<file path="src/rtl/mdu_sched.sv">
// Round-robin scheduler sharing one multi-cycle mul/div unit between two requesters.
// Holds op/operands stable while the unit runs and routes the result back to the owner.
module mdu_sched (
  input  logic        clk,
  input  logic        reset,
  input  logic        req0_valid,
  input  logic [6:0]  req0_op,
  input  logic [31:0] req0_src1,
  input  logic [31:0] req0_src2,
  output logic        req0_ready,
  input  logic        req1_valid,
  input  logic [6:0]  req1_op,
  input  logic [31:0] req1_src1,
  input  logic [31:0] req1_src2,
  output logic        req1_ready,
  input  logic        flush0,
  input  logic        flush1,
  output logic        rsp0_valid,
  output logic        rsp1_valid,
  output logic [31:0] rsp_result,
  input  logic        rsp0_ready,
  input  logic        rsp1_ready,
  output logic [6:0]  mdu_op,
  output logic [31:0] mdu_src1,
  output logic [31:0] mdu_src2,
  input  logic        mdu_complete,
  input  logic [31:0] mdu_result,
  output logic        busy
);

  typedef enum logic [1:0] {IDLE, BUSY, DRAIN, RESP} state_t;

  state_t      r_state;
  state_t      w_nextState;
  logic        r_owner;
  logic        r_lastGrant;
  logic [6:0]  r_op;
  logic [31:0] r_src1;
  logic [31:0] r_src2;
  logic [31:0] r_res;

  logic        w_cand0;
  logic        w_cand1;
  logic        w_grant;
  logic        w_accept;
  logic        w_ownerFlush;
  logic        w_ownerRspReady;
  logic [6:0]  w_reqOp;
  logic [31:0] w_reqSrc1;
  logic [31:0] w_reqSrc2;

  // On a tie the requester that did not win last time gets the unit.
  assign w_cand0   = req0_valid & ~flush0;
  assign w_cand1   = req1_valid & ~flush1;
  assign w_grant   = (w_cand0 & w_cand1) ? ~r_lastGrant : w_cand1;
  assign w_accept  = (r_state == IDLE) & (w_cand0 | w_cand1) & ~reset;
  assign w_reqOp   = w_grant ? req1_op   : req0_op;
  assign w_reqSrc1 = w_grant ? req1_src1 : req0_src1;
  assign w_reqSrc2 = w_grant ? req1_src2 : req0_src2;

  assign req0_ready = w_accept & ~w_grant & ~flush0;
  assign req1_ready = w_accept &  w_grant & ~flush1;

  assign w_ownerFlush    = r_owner ? flush1     : flush0;
  assign w_ownerRspReady = r_owner ? rsp1_ready : rsp0_ready;

  always_ff @(posedge clk) begin
    if (reset) r_state <= IDLE;
    else       r_state <= w_nextState;
  end

  always_comb begin
    w_nextState = r_state;
    case (r_state)
      IDLE:  if (w_accept) w_nextState = (w_reqOp != 7'd0) ? BUSY : RESP;
      BUSY: begin
        if (mdu_complete && w_ownerFlush) w_nextState = IDLE;
        else if (mdu_complete)            w_nextState = RESP;
        else if (w_ownerFlush)            w_nextState = DRAIN;
      end
      // A flushed op cannot be aborted; wait it out without responding.
      DRAIN: if (mdu_complete) w_nextState = IDLE;
      RESP:  if (w_ownerRspReady || w_ownerFlush) w_nextState = IDLE;
      default: w_nextState = IDLE;
    endcase
  end

  // The unit only sees an op while it is actually computing.
  always_comb begin
    mdu_op     = 7'd0;
    rsp0_valid = 1'b0;
    rsp1_valid = 1'b0;
    busy       = (r_state != IDLE);
    if (r_state == BUSY || r_state == DRAIN) mdu_op = r_op;
    if (r_state == RESP) begin
      rsp0_valid = ~r_owner;
      rsp1_valid =  r_owner;
    end
  end

  assign mdu_src1   = r_src1;
  assign mdu_src2   = r_src2;
  assign rsp_result = r_res;

  always_ff @(posedge clk) begin
    if (reset) begin
      r_owner     <= 1'b0;
      r_lastGrant <= 1'b1;
      r_op        <= 7'd0;
      r_src1      <= 32'd0;
      r_src2      <= 32'd0;
      r_res       <= 32'd0;
    end else if (w_accept) begin
      r_owner     <= w_grant;
      r_lastGrant <= w_grant;
      r_op        <= w_reqOp;
      r_src1      <= w_reqSrc1;
      r_src2      <= w_reqSrc2;
      if (w_reqOp == 7'd0) r_res <= 32'd0;
    end else if (r_state == BUSY && mdu_complete && !w_ownerFlush) begin
      r_res <= mdu_result;
    end
  end

endmodule

</file>
<file path="config.mk">
export PLATFORM = sky130hd
export DESIGN_NAME = mdu_sched
export DESIGN_NICKNAME = d
export VERILOG_FILES = /design/src/rtl/mdu_sched.sv
export SDC_FILE = /design/constraint.sdc
export NUM_CORES = 1
export LEC_CHECK = 0
export CAP_MARGIN = 25
export CORE_MARGIN = 5
export CORE_UTILIZATION = 30
export CTS_BUF_LIST = sky130_fd_sc_hd__clkbuf_8
export CTS_CLUSTER_SIZE = 30
export DETAILED_ROUTE_END_ITERATION = 8
export PLACE_DENSITY_LB_ADDON = 0.3
export SYNTH_ARGS = -nofsm -noshare
export SYNTH_HDL_FRONTEND = slang
export SYNTH_SLANG_ARGS = --single-unit
</file>
<file path="constraint.sdc">
create_clock -name clk -period 3.83 [get_ports clk]
set_clock_uncertainty 0.05 [all_clocks]
set_input_delay 0.9575 -clock clk [delete_from_list [all_inputs] [get_ports clk]]
set_output_delay 0.9575 -clock clk [all_outputs]
set_load 0.01 [all_outputs]
</file>
==> summary.txt, run 1 <==
outcome = completed
Setup crit end kind = primary output
nets@finish = 911
clk root buf = clkbuf_8
Core Area = 15100 sq um
final WL = 15400 microns
Clock Path Buffers = 2
met3 WL = 1740 microns
post-DP HPWL = 12000 microns
setup_tns = 0 ns
DRC = 0
initial DRC count = 183
first-pass GRT wire length = 23300 microns
Synth area leaders = dfxtp_1, mux2i_1, a211oi_1
drt pass-1 iters = 4
count of input and output buffers = 290
Max-slew headroom = 0.399
kind of critical path = in -> out
CTS Buf Count = 9
CTS tree = built
CTS resizes = 0
total setup buffers inserted after CTS = 0
Ports = 291
Die Area = 18000 sq um
largest net degree at the start of global routing = 93
total chip power = 3.63 mW
Synth cell types = 37
Cell Pwr Density = 462 nW/um^2
worst-case vdd ir drop = 0.000308 V
Area after DPL = 7660 sq um
Post-CTS Hold Fix Bufs = 0
FF-to-FF setup slack = 1.47 ns
number of synthesized register bits = 107
vias after detailed routing = 4465
WP data required = 2.82 ns
Hold Path Class = reg -> reg
Clk Latency, worst-skew pair = 0.36 ns
Syn Inst Count = 454
fmax = 272 MHz
post-route cell area = 7850 sq um
syn avg cell area = 10.2 sq um
ratio of final minimum period to clock period = 0.960
Routed Antenna Nets = 0
hold path start = r_op[4]$_SDFFE_PP0P_
maxcap violations = 0
reg2reg end = r_op[1]$_SDFFE_PP0P_
Ant. Diodes = 0
Yosys top cell area share = 0.463
CTS sink cnt = 107
vias in the first global route = 4486
top sig layer = met4
mapped cell area = 4630 sq um
met2 wire length = 7410 microns
gr ovfl total = 0
Pleak = 3.15 nW
area delta synth->final = 69.6%
post-layout util = 0.518
initial antenna violation count = 0
CP max FO = 7
DRT met1 WL = 6130 microns
minimum clock period = 3.68 ns
WL/cell = 16.9 microns
H-tree depth reported by CTS = 3
die height = 134 microns
share of cells above drive strength 1 = 0.0481
RSZ-0062 raised after global routing = false
Mapped Nets = 642
critical path arrival = 2.67 ns
Worst-path clk slew = 0.09 ns
Yosys warnings = 0
measured slew at the worst slew-check pin = 0.901 ns
Slew Limit Fails = 0
sequential-to-total area share from yosys stat = 0.463
WHS Path Cells = 2
die width = 134 microns
Reg2Reg Depth = 6
final hold violation count = 0
leading area contributor after synthesis = dfxtp_1
Finish-stage setup viols = 0
GPL Wtd Cong = 0.795
Cell Rows = 45
Vias/cell = 4.87
Initial Utilization = 0.306
Setup crit start kind = input pin
Worst Hold End = r_op[4]$_SDFFE_PP0P_
GRT Total Usage = 0.162
reg2reg start = r_lastGrant$_SDFFE_PP1P_
## placed cells by master, fill, tap and decap left out, types with 2 or more instances in the layout
master,n
nand2_1,4
and2_1,8
clkbuf_8,10
a211oi_1,72
dfxtp_1,107
clkinv_2,3
mux2i_1,72
ha_1,5
nor3_1,5
nand2b_1,2
inv_1,5
buf_4,7
nor2_1,72
nor2b_1,3
nor3b_1,2
a21oi_1,2
buf_8,2
o21bai_1,2
clkdlybuf4s50_1,289
a32o_1,32
## where the power goes
group | internal, mW | switching [mW]
clock | 0.315 | 0.373
sequential | 1.34 | 0.123
combinational | 0.803 | 0.677
## how the worst max path moves through the flow
stage / start / endpoint / slack [ns] / cells after the start
5_1_grt: req0_valid / req0_ready / 0.02 / 5
6_report: req1_valid / req1_ready / 0.15 / 6
4_1_cts: req1_valid / req1_ready / 0.15 / 6
2_1_floorplan: req1_valid / req0_ready / 0.85 / 5
3_5_place_dp: req1_valid / req1_ready / 0.17 / 6
3_3_place_gp: req0_valid / req0_ready / 0.16 / 5
## critical path, cell delays in order
cell             delay, ns
clkdlybuf4s50_1       0.46
nor2b_1               0.21
buf_4                 0.21
nand2_4               0.06
nor3_1                0.19
clkdlybuf4s50_1       0.57
## cells in the mapped netlist, drive strengths merged
cell type	number
o31a	1
o21ai	3
nand2b	2
inv	4
ha	5
o21a	2
mux2	1
nand3	1
o22ai	1
nor2b	3
o21bai	2
nor3	5
a211oi	73
and2	8
nand2	5
mux2i	72
a21oi	3
and4	1
nor3b	2
nor2	72
nand3b	2
buf	21
or4	1
or3	1
a32o	32
nor4	2
clkbuf	21
dfxtp	107
a311oi	1
## flip-flops by register name, indices dropped and copies added, names as in the netlist
| signal | count |
|---|---|
| mdu_src1 | 32 |
| mdu_src2 | 32 |
| rsp_result | 32 |
| r_op | 7 |
| r_state | 2 |
| r_lastGrant | 1 |
| r_owner | 1 |
## layer usage
metal,up-vias,GRT usage
li1,2231,-
met5,-,0
met3,9,0.0773
met4,0,0.0424
met2,193,0.280
met1,2032,0.179
## final cells by class
type / count / area (sq um)
tap: 188 / 235
clock buffer: 10 / 138
timing repair buffer: 300 / 3000
multi-input combinational: 301 / 2270
fill: 1332 / 7290
inverter: 4 / 15.0
clock inverter: 6 / 56.3
sequential: 107 / 2140
## per-stage QoR
| step | std cells | worst slack [ns] | hold WS (ns) |
|---|---|---|---|
| after floorplan | 454 | 0.850 | 0.411 |
| after global placement | 898 | 0.160 | 0.426 |
| after detailed placement | 900 | 0.169 | 0.430 |
| after CTS | 916 | 0.150 | 0.453 |
| after global routing | 916 | 0.0195 | 0.471 |
| final | 916 | 0.155 | 0.451 |
## logic make-up (layout without fill, tap and decap cells)
| family | Yosys count | in the layout | share of synthesized area |
|---|---|---|---|
| buffers and inverters | 46 | 320 | 0.0514 |
| adder cells (fa/ha/maj) | 5 | 5 | 0.0135 |
| flip-flops | 107 | 107 | 0.463 |
| AO/OA/AOI/OAI | 118 | 118 | 0.208 |
| AND/OR/NAND/NOR | 105 | 105 | 0.106 |
| multiplexers | 73 | 73 | 0.159 |
Power figures use the tool's default switching activity.
==> run 2: changes to the inputs <==
Settings changed: CAP_MARGIN 25 to not set.
Clock period 3.83 ns to 3.63 ns, I/O delays scaled along.
==> run 2 against run 1 <==
Non-clock buffer count increased by 2. Total power increased by 6.7%. Count of clock-buffer cells in the layout increased by 2. Final cell count increased by 0.22%. Flip-flop and latch count unchanged. Hold slack got worse by 0.00072 ns. Final area increased by 0.43%. Combinational power increased by 6%. Die area unchanged.
==> summary.txt, run 2 (synthesis gave the netlist of run 1 again) <==
outcome = completed
Hold Path Class = reg -> reg
CTS sink cnt = 107
CP max FO = 4
final WL = 14900 microns
die width = 134 microns
commonest non-fill, non-tap cell in the layout = clkdlybuf4s50_1
nets@finish = 913
FF-to-FF setup slack = 1.48 ns
kind of critical path = in -> out
post-DP HPWL = 11800 microns
vias in the first global route = 4522
Place WS = -0.0254 ns
H-tree depth reported by CTS = 3
top sig layer = met4
Cell Rows = 45
post-layout util = 0.521
first-pass GRT wire length = 22700 microns
drt pass-1 iters = 4
Die Area = 18000 sq um
DRT met1 WL = 5800 microns
DRC = 0
GPL Wtd Cong = 0.835
minimum clock period = 3.50 ns
CTS Buf Count = 9
maxcap violations = 0
setup_tns = 0 ns
die height = 134 microns
Finish-stage setup viols = 0
Ant. Diodes = 0
share of cells above drive strength 1 = 0.0548
CTS tree = built
CP Capture Point = req1_ready
total chip power = 3.87 mW
Slew Limit Fails = 0
Worst-path clk slew = 0.09 ns
initial antenna violation count = 0
met2 wire length = 7240 microns
WL/cell = 16.3 microns
WP data required = 2.67 ns
Initial Utilization = 0.306
most frequent cells in the layout = clkdlybuf4s50_1, dfxtp_1, mux2i_1, nor2_1, a211oi_1
Clock Path Buffers = 2
Post-CTS Hold Fix Bufs = 0
measured slew at the worst slew-check pin = 1.17 ns
Pleak = 3.16 nW
Crit. Startpoint = req1_valid
ratio of final minimum period to clock period = 0.965
count of input and output buffers = 290
Setup crit end kind = primary output
GRT Total Usage = 0.157
Setup crit start kind = input pin
Vias/cell = 4.87
Area after DPL = 7660 sq um
total setup buffers inserted after CTS = 0
final hold violation count = 0
Routed Antenna Nets = 0
reg2reg end = rsp_result[19]$_SDFFE_PP0P_
area delta synth->final = 70.4%
critical path arrival = 2.54 ns
gr ovfl total = 0
Core Area = 15100 sq um
Worst Setup Slack, final = 0.128 ns
worst-case vdd ir drop = 0.000243 V
initial DRC count = 113
reg2reg start = r_lastGrant$_SDFFE_PP1P_
met3 WL = 1650 microns
Cell Pwr Density = 491 nW/um^2
fmax = 286 MHz
largest net degree at the start of global routing = 97
Ports = 291
clk root buf = clkbuf_8
vias after detailed routing = 4473
RSZ-0062 raised after global routing = false
post-route cell area = 7890 sq um
Clk Latency, worst-skew pair = 0.37 ns
Max-slew headroom = 0.218
Reg2Reg Depth = 5
[run 2: changes by cell type in the layout (fill, tap and decap cells not counted)]
| cell | previous run | this run |
|---|---|---|
| a21oi_4 | 0 | 1 |
| buf_4 | 7 | 11 |
| inv_1 | 5 | 4 |
| clkbuf_8 | 10 | 12 |
| a21oi_2 | 1 | 0 |
| clkinv_2 | 3 | 2 |
| nor3b_2 | 0 | 1 |
| nor2b_2 | 0 | 1 |
| nor3b_1 | 2 | 1 |
| nor2b_1 | 3 | 2 |
| buf_8 | 2 | 0 |
[run 2: layer usage]
layer | track usage | vias to the layer above
met5 | 0 | -
met4 | 0.0605 | 0
met3 | 0.0623 | 14
met2 | 0.273 | 208
met1 | 0.173 | 2011
li1 | - | 2240
[run 2: area by class of cell]
cell class	instances	area, sq um
Clock buffer	12	165
Clock inverter	4	47.5
Fill cell	1331	7260
Inverter	4	15.0
Multi-Input combinational cell	301	2280
Sequential cell	107	2140
Tap cell	188	235
Timing Repair Buffer	302	3000
[run 2: power by group]
part	switching [mW]	internal [mW]	total, mW
combinational	0.716	0.853	1.57
sequential	0.127	1.41	1.54
clock	0.392	0.373	0.765
[run 2: timing repair]
action	CTS	global route
setup endpoints to repair	2	1
pin swaps	0	0
resized for setup	1	1
[run 2: stage by stage]
stage	instances	hold WS, ns
after global routing	918	0.463
after global placement	902	0.425
after CTS	918	0.455
after detailed placement	902	0.436
final	918	0.450
after floorplan	454	0.411
[run 2: worst max-delay path, cell delays in order]
cell and delay, ns:
clkdlybuf4s50_1 0.45, nor2b_2 0.23, buf_4 0.16, nand2_4 0.05
nor3_1 0.18, clkdlybuf4s50_1 0.58
[run 2: worst min-delay path by stage]
stage / startpoint / endpoint / slack, ns / cells past startpoint
final: mdu_src2[12]$_SDFFE_PP0P_ / mdu_src2[12]$_SDFFE_PP0P_ / 0.45 / 2
after global routing: mdu_src1[25]$_SDFFE_PP0P_ / mdu_src1[25]$_SDFFE_PP0P_ / 0.46 / 2
after CTS: mdu_src1[19]$_SDFFE_PP0P_ / mdu_src1[19]$_SDFFE_PP0P_ / 0.45 / 2
after detailed placement: rsp_result[24]$_SDFFE_PP0P_ / rsp_result[24]$_SDFFE_PP0P_ / 0.44 / 1
after global placement: rsp_result[0]$_SDFFE_PP0P_ / rsp_result[0]$_SDFFE_PP0P_ / 0.43 / 1
after floorplan: r_lastGrant$_SDFFE_PP1P_ / r_lastGrant$_SDFFE_PP1P_ / 0.41 / 2
==> run 3: changes to the inputs <==
Settings changed: CORE_MARGIN 5 to not set, SKIP_LAST_GASP set to 1.
==> run 3 against run 2 <==
Core utilization hardly changed. Hold slack is essentially flat. Highest routed layer unchanged. Register-to-register slack got worse by 0.18 ns.
==> summary.txt, run 3 (synthesis gave the netlist of run 1 again) <==
outcome = completed
vias after detailed routing = 4447
measured slew at the worst slew-check pin = 1.25 ns
Finished Layout Cells = 917
setup_tns = 0 ns
Post-CTS Hold Fix Bufs = 0
Int Power = 2.69 mW
GPL Wtd Cong = 0.756
RSZ-0062 raised after global routing = false
final hold violation count = 0
final WL = 14100 microns
fmax = 286 MHz
FF-to-FF setup slack = 1.30 ns
clock power share = 0.209
clk root buf = clkbuf_8
post-layout util = 0.521
die width = 126 microns
critical path arrival = 2.54 ns
initial DRC count = 101
Clock Path Buffers = 2
Cell Pwr Density = 498 nW/um^2
Finish-stage setup viols = 0
Cell Rows = 45
Core Area = 15100 sq um
share of cells above drive strength 1 = 0.0521
nets@finish = 912
gr ovfl total = 0
total chip power = 3.93 mW
vias in the first global route = 4433
minimum clock period = 3.50 ns
initial antenna violation count = 0
total setup buffers inserted after CTS = 0
Ports = 291
GRT Total Usage = 0.176
most frequent cells in the layout = clkdlybuf4s50_1, dfxtp_1, mux2i_1, nor2_1, a211oi_1
CTS Buf Count = 9
drt pass-1 iters = 4
Vias/cell = 4.85
post-DP HPWL = 10700 microns
Clk Latency, worst-skew pair = 0.36 ns
Pleak = 3.17 nW
kind of critical path = in -> out
largest net degree at the start of global routing = 73
Min Hold Slack = 0.450 ns
switching share of power = 0.315
area delta synth->final = 70.4%
Reg power frac = 0.393
Comb power frac = 0.399
Initial Utilization = 0.306
Setup crit start kind = input pin
CP max FO = 3
WP data required = 2.67 ns
CTS tree = built
Setup crit end kind = primary output
WL/cell = 15.3 microns
Die Area = 15900 sq um
count of input and output buffers = 290
Slew Limit Fails = 0
commonest non-fill, non-tap cell in the layout = clkdlybuf4s50_1
die height = 126 microns
Worst-path clk slew = 0.09 ns
Psw = 1.24 mW
Inst Count DP = 901
Hold Path Class = reg -> reg
DRC = 0
H-tree depth reported by CTS = 3
Ant. Diodes = 0
CTS resizes = 0
Routed Antenna Nets = 0
maxcap violations = 0
CTS sink cnt = 107
ratio of final minimum period to clock period = 0.964
worst-case vdd ir drop = 0.000237 V
first-pass GRT wire length = 22200 microns
Max-slew headroom = 0.165
## run 3: final timing paths
kind | startpoint | endpoint | cells after the start
worst max-delay path | req1_valid | req1_ready | 6
worst min-delay path | r_op[3]$_SDFFE_PP0P_ | r_op[3]$_SDFFE_PP0P_ | 2
worst max register to register | r_lastGrant$_SDFFE_PP1P_ | mdu_src2[29]$_SDFFE_PP0P_ | 6
worst min register to register | r_op[3]$_SDFFE_PP0P_ | r_op[3]$_SDFFE_PP0P_ | 2
## run 3: worst max-delay path, stage by stage
cell,delay [ns]
clkdlybuf4s50_1,0.50
nor2b_2,0.19
buf_4,0.14
nand2_4,0.04
nor3_1,0.19
clkdlybuf4s50_1,0.57
## run 3: layer usage
layer / part of all wire / vias up / wire length (microns) / global-route usage
met4: 0.017 / 0 / 246 / 0.0695
met2: 0.49 / 185 / 6910 / 0.320
li1: - / 2238 / - / -
met5: 0 / - / 0 / 0
met1: 0.41 / 2010 / 5790 / 0.192
met3: 0.080 / 14 / 1120 / 0.0518
## run 3: final cells by class
| cell class | count | area (sq um) |
|---|---|---|
| clock buffers | 11 | 151 |
| clock inverters | 5 | 75.1 |
| fillers | 1341 | 7260 |
| inverters | 4 | 15.0 |
| multi-input cells | 301 | 2280 |
| flip-flops and latches | 107 | 2140 |
| well taps | 188 | 235 |
| repair buffers | 301 | 2990 |
## run 3: power by group through the flow
stage | sequential (mW) | clock [mW] | combinational (mW)
2_1_floorplan | 1.65 | 0 | 0.663
3_3_place_gp | 1.56 | 0 | 1.55
3_5_place_dp | 1.57 | 0 | 1.57
4_1_cts | 1.54 | 0.855 | 1.58
5_1_grt | 1.57 | 0.904 | 1.71
6_report | 1.54 | 0.819 | 1.57
## run 3: per-stage QoR
stage / worst slack, ns / instance area, sq um
global route: 0.0433 / 7890
global placement: 0.0836 / 7650
detailed placement: 0.0476 / 7650
finish: 0.129 / 7890
floorplan: 0.750 / 4630
CTS: 0.0416 / 7880
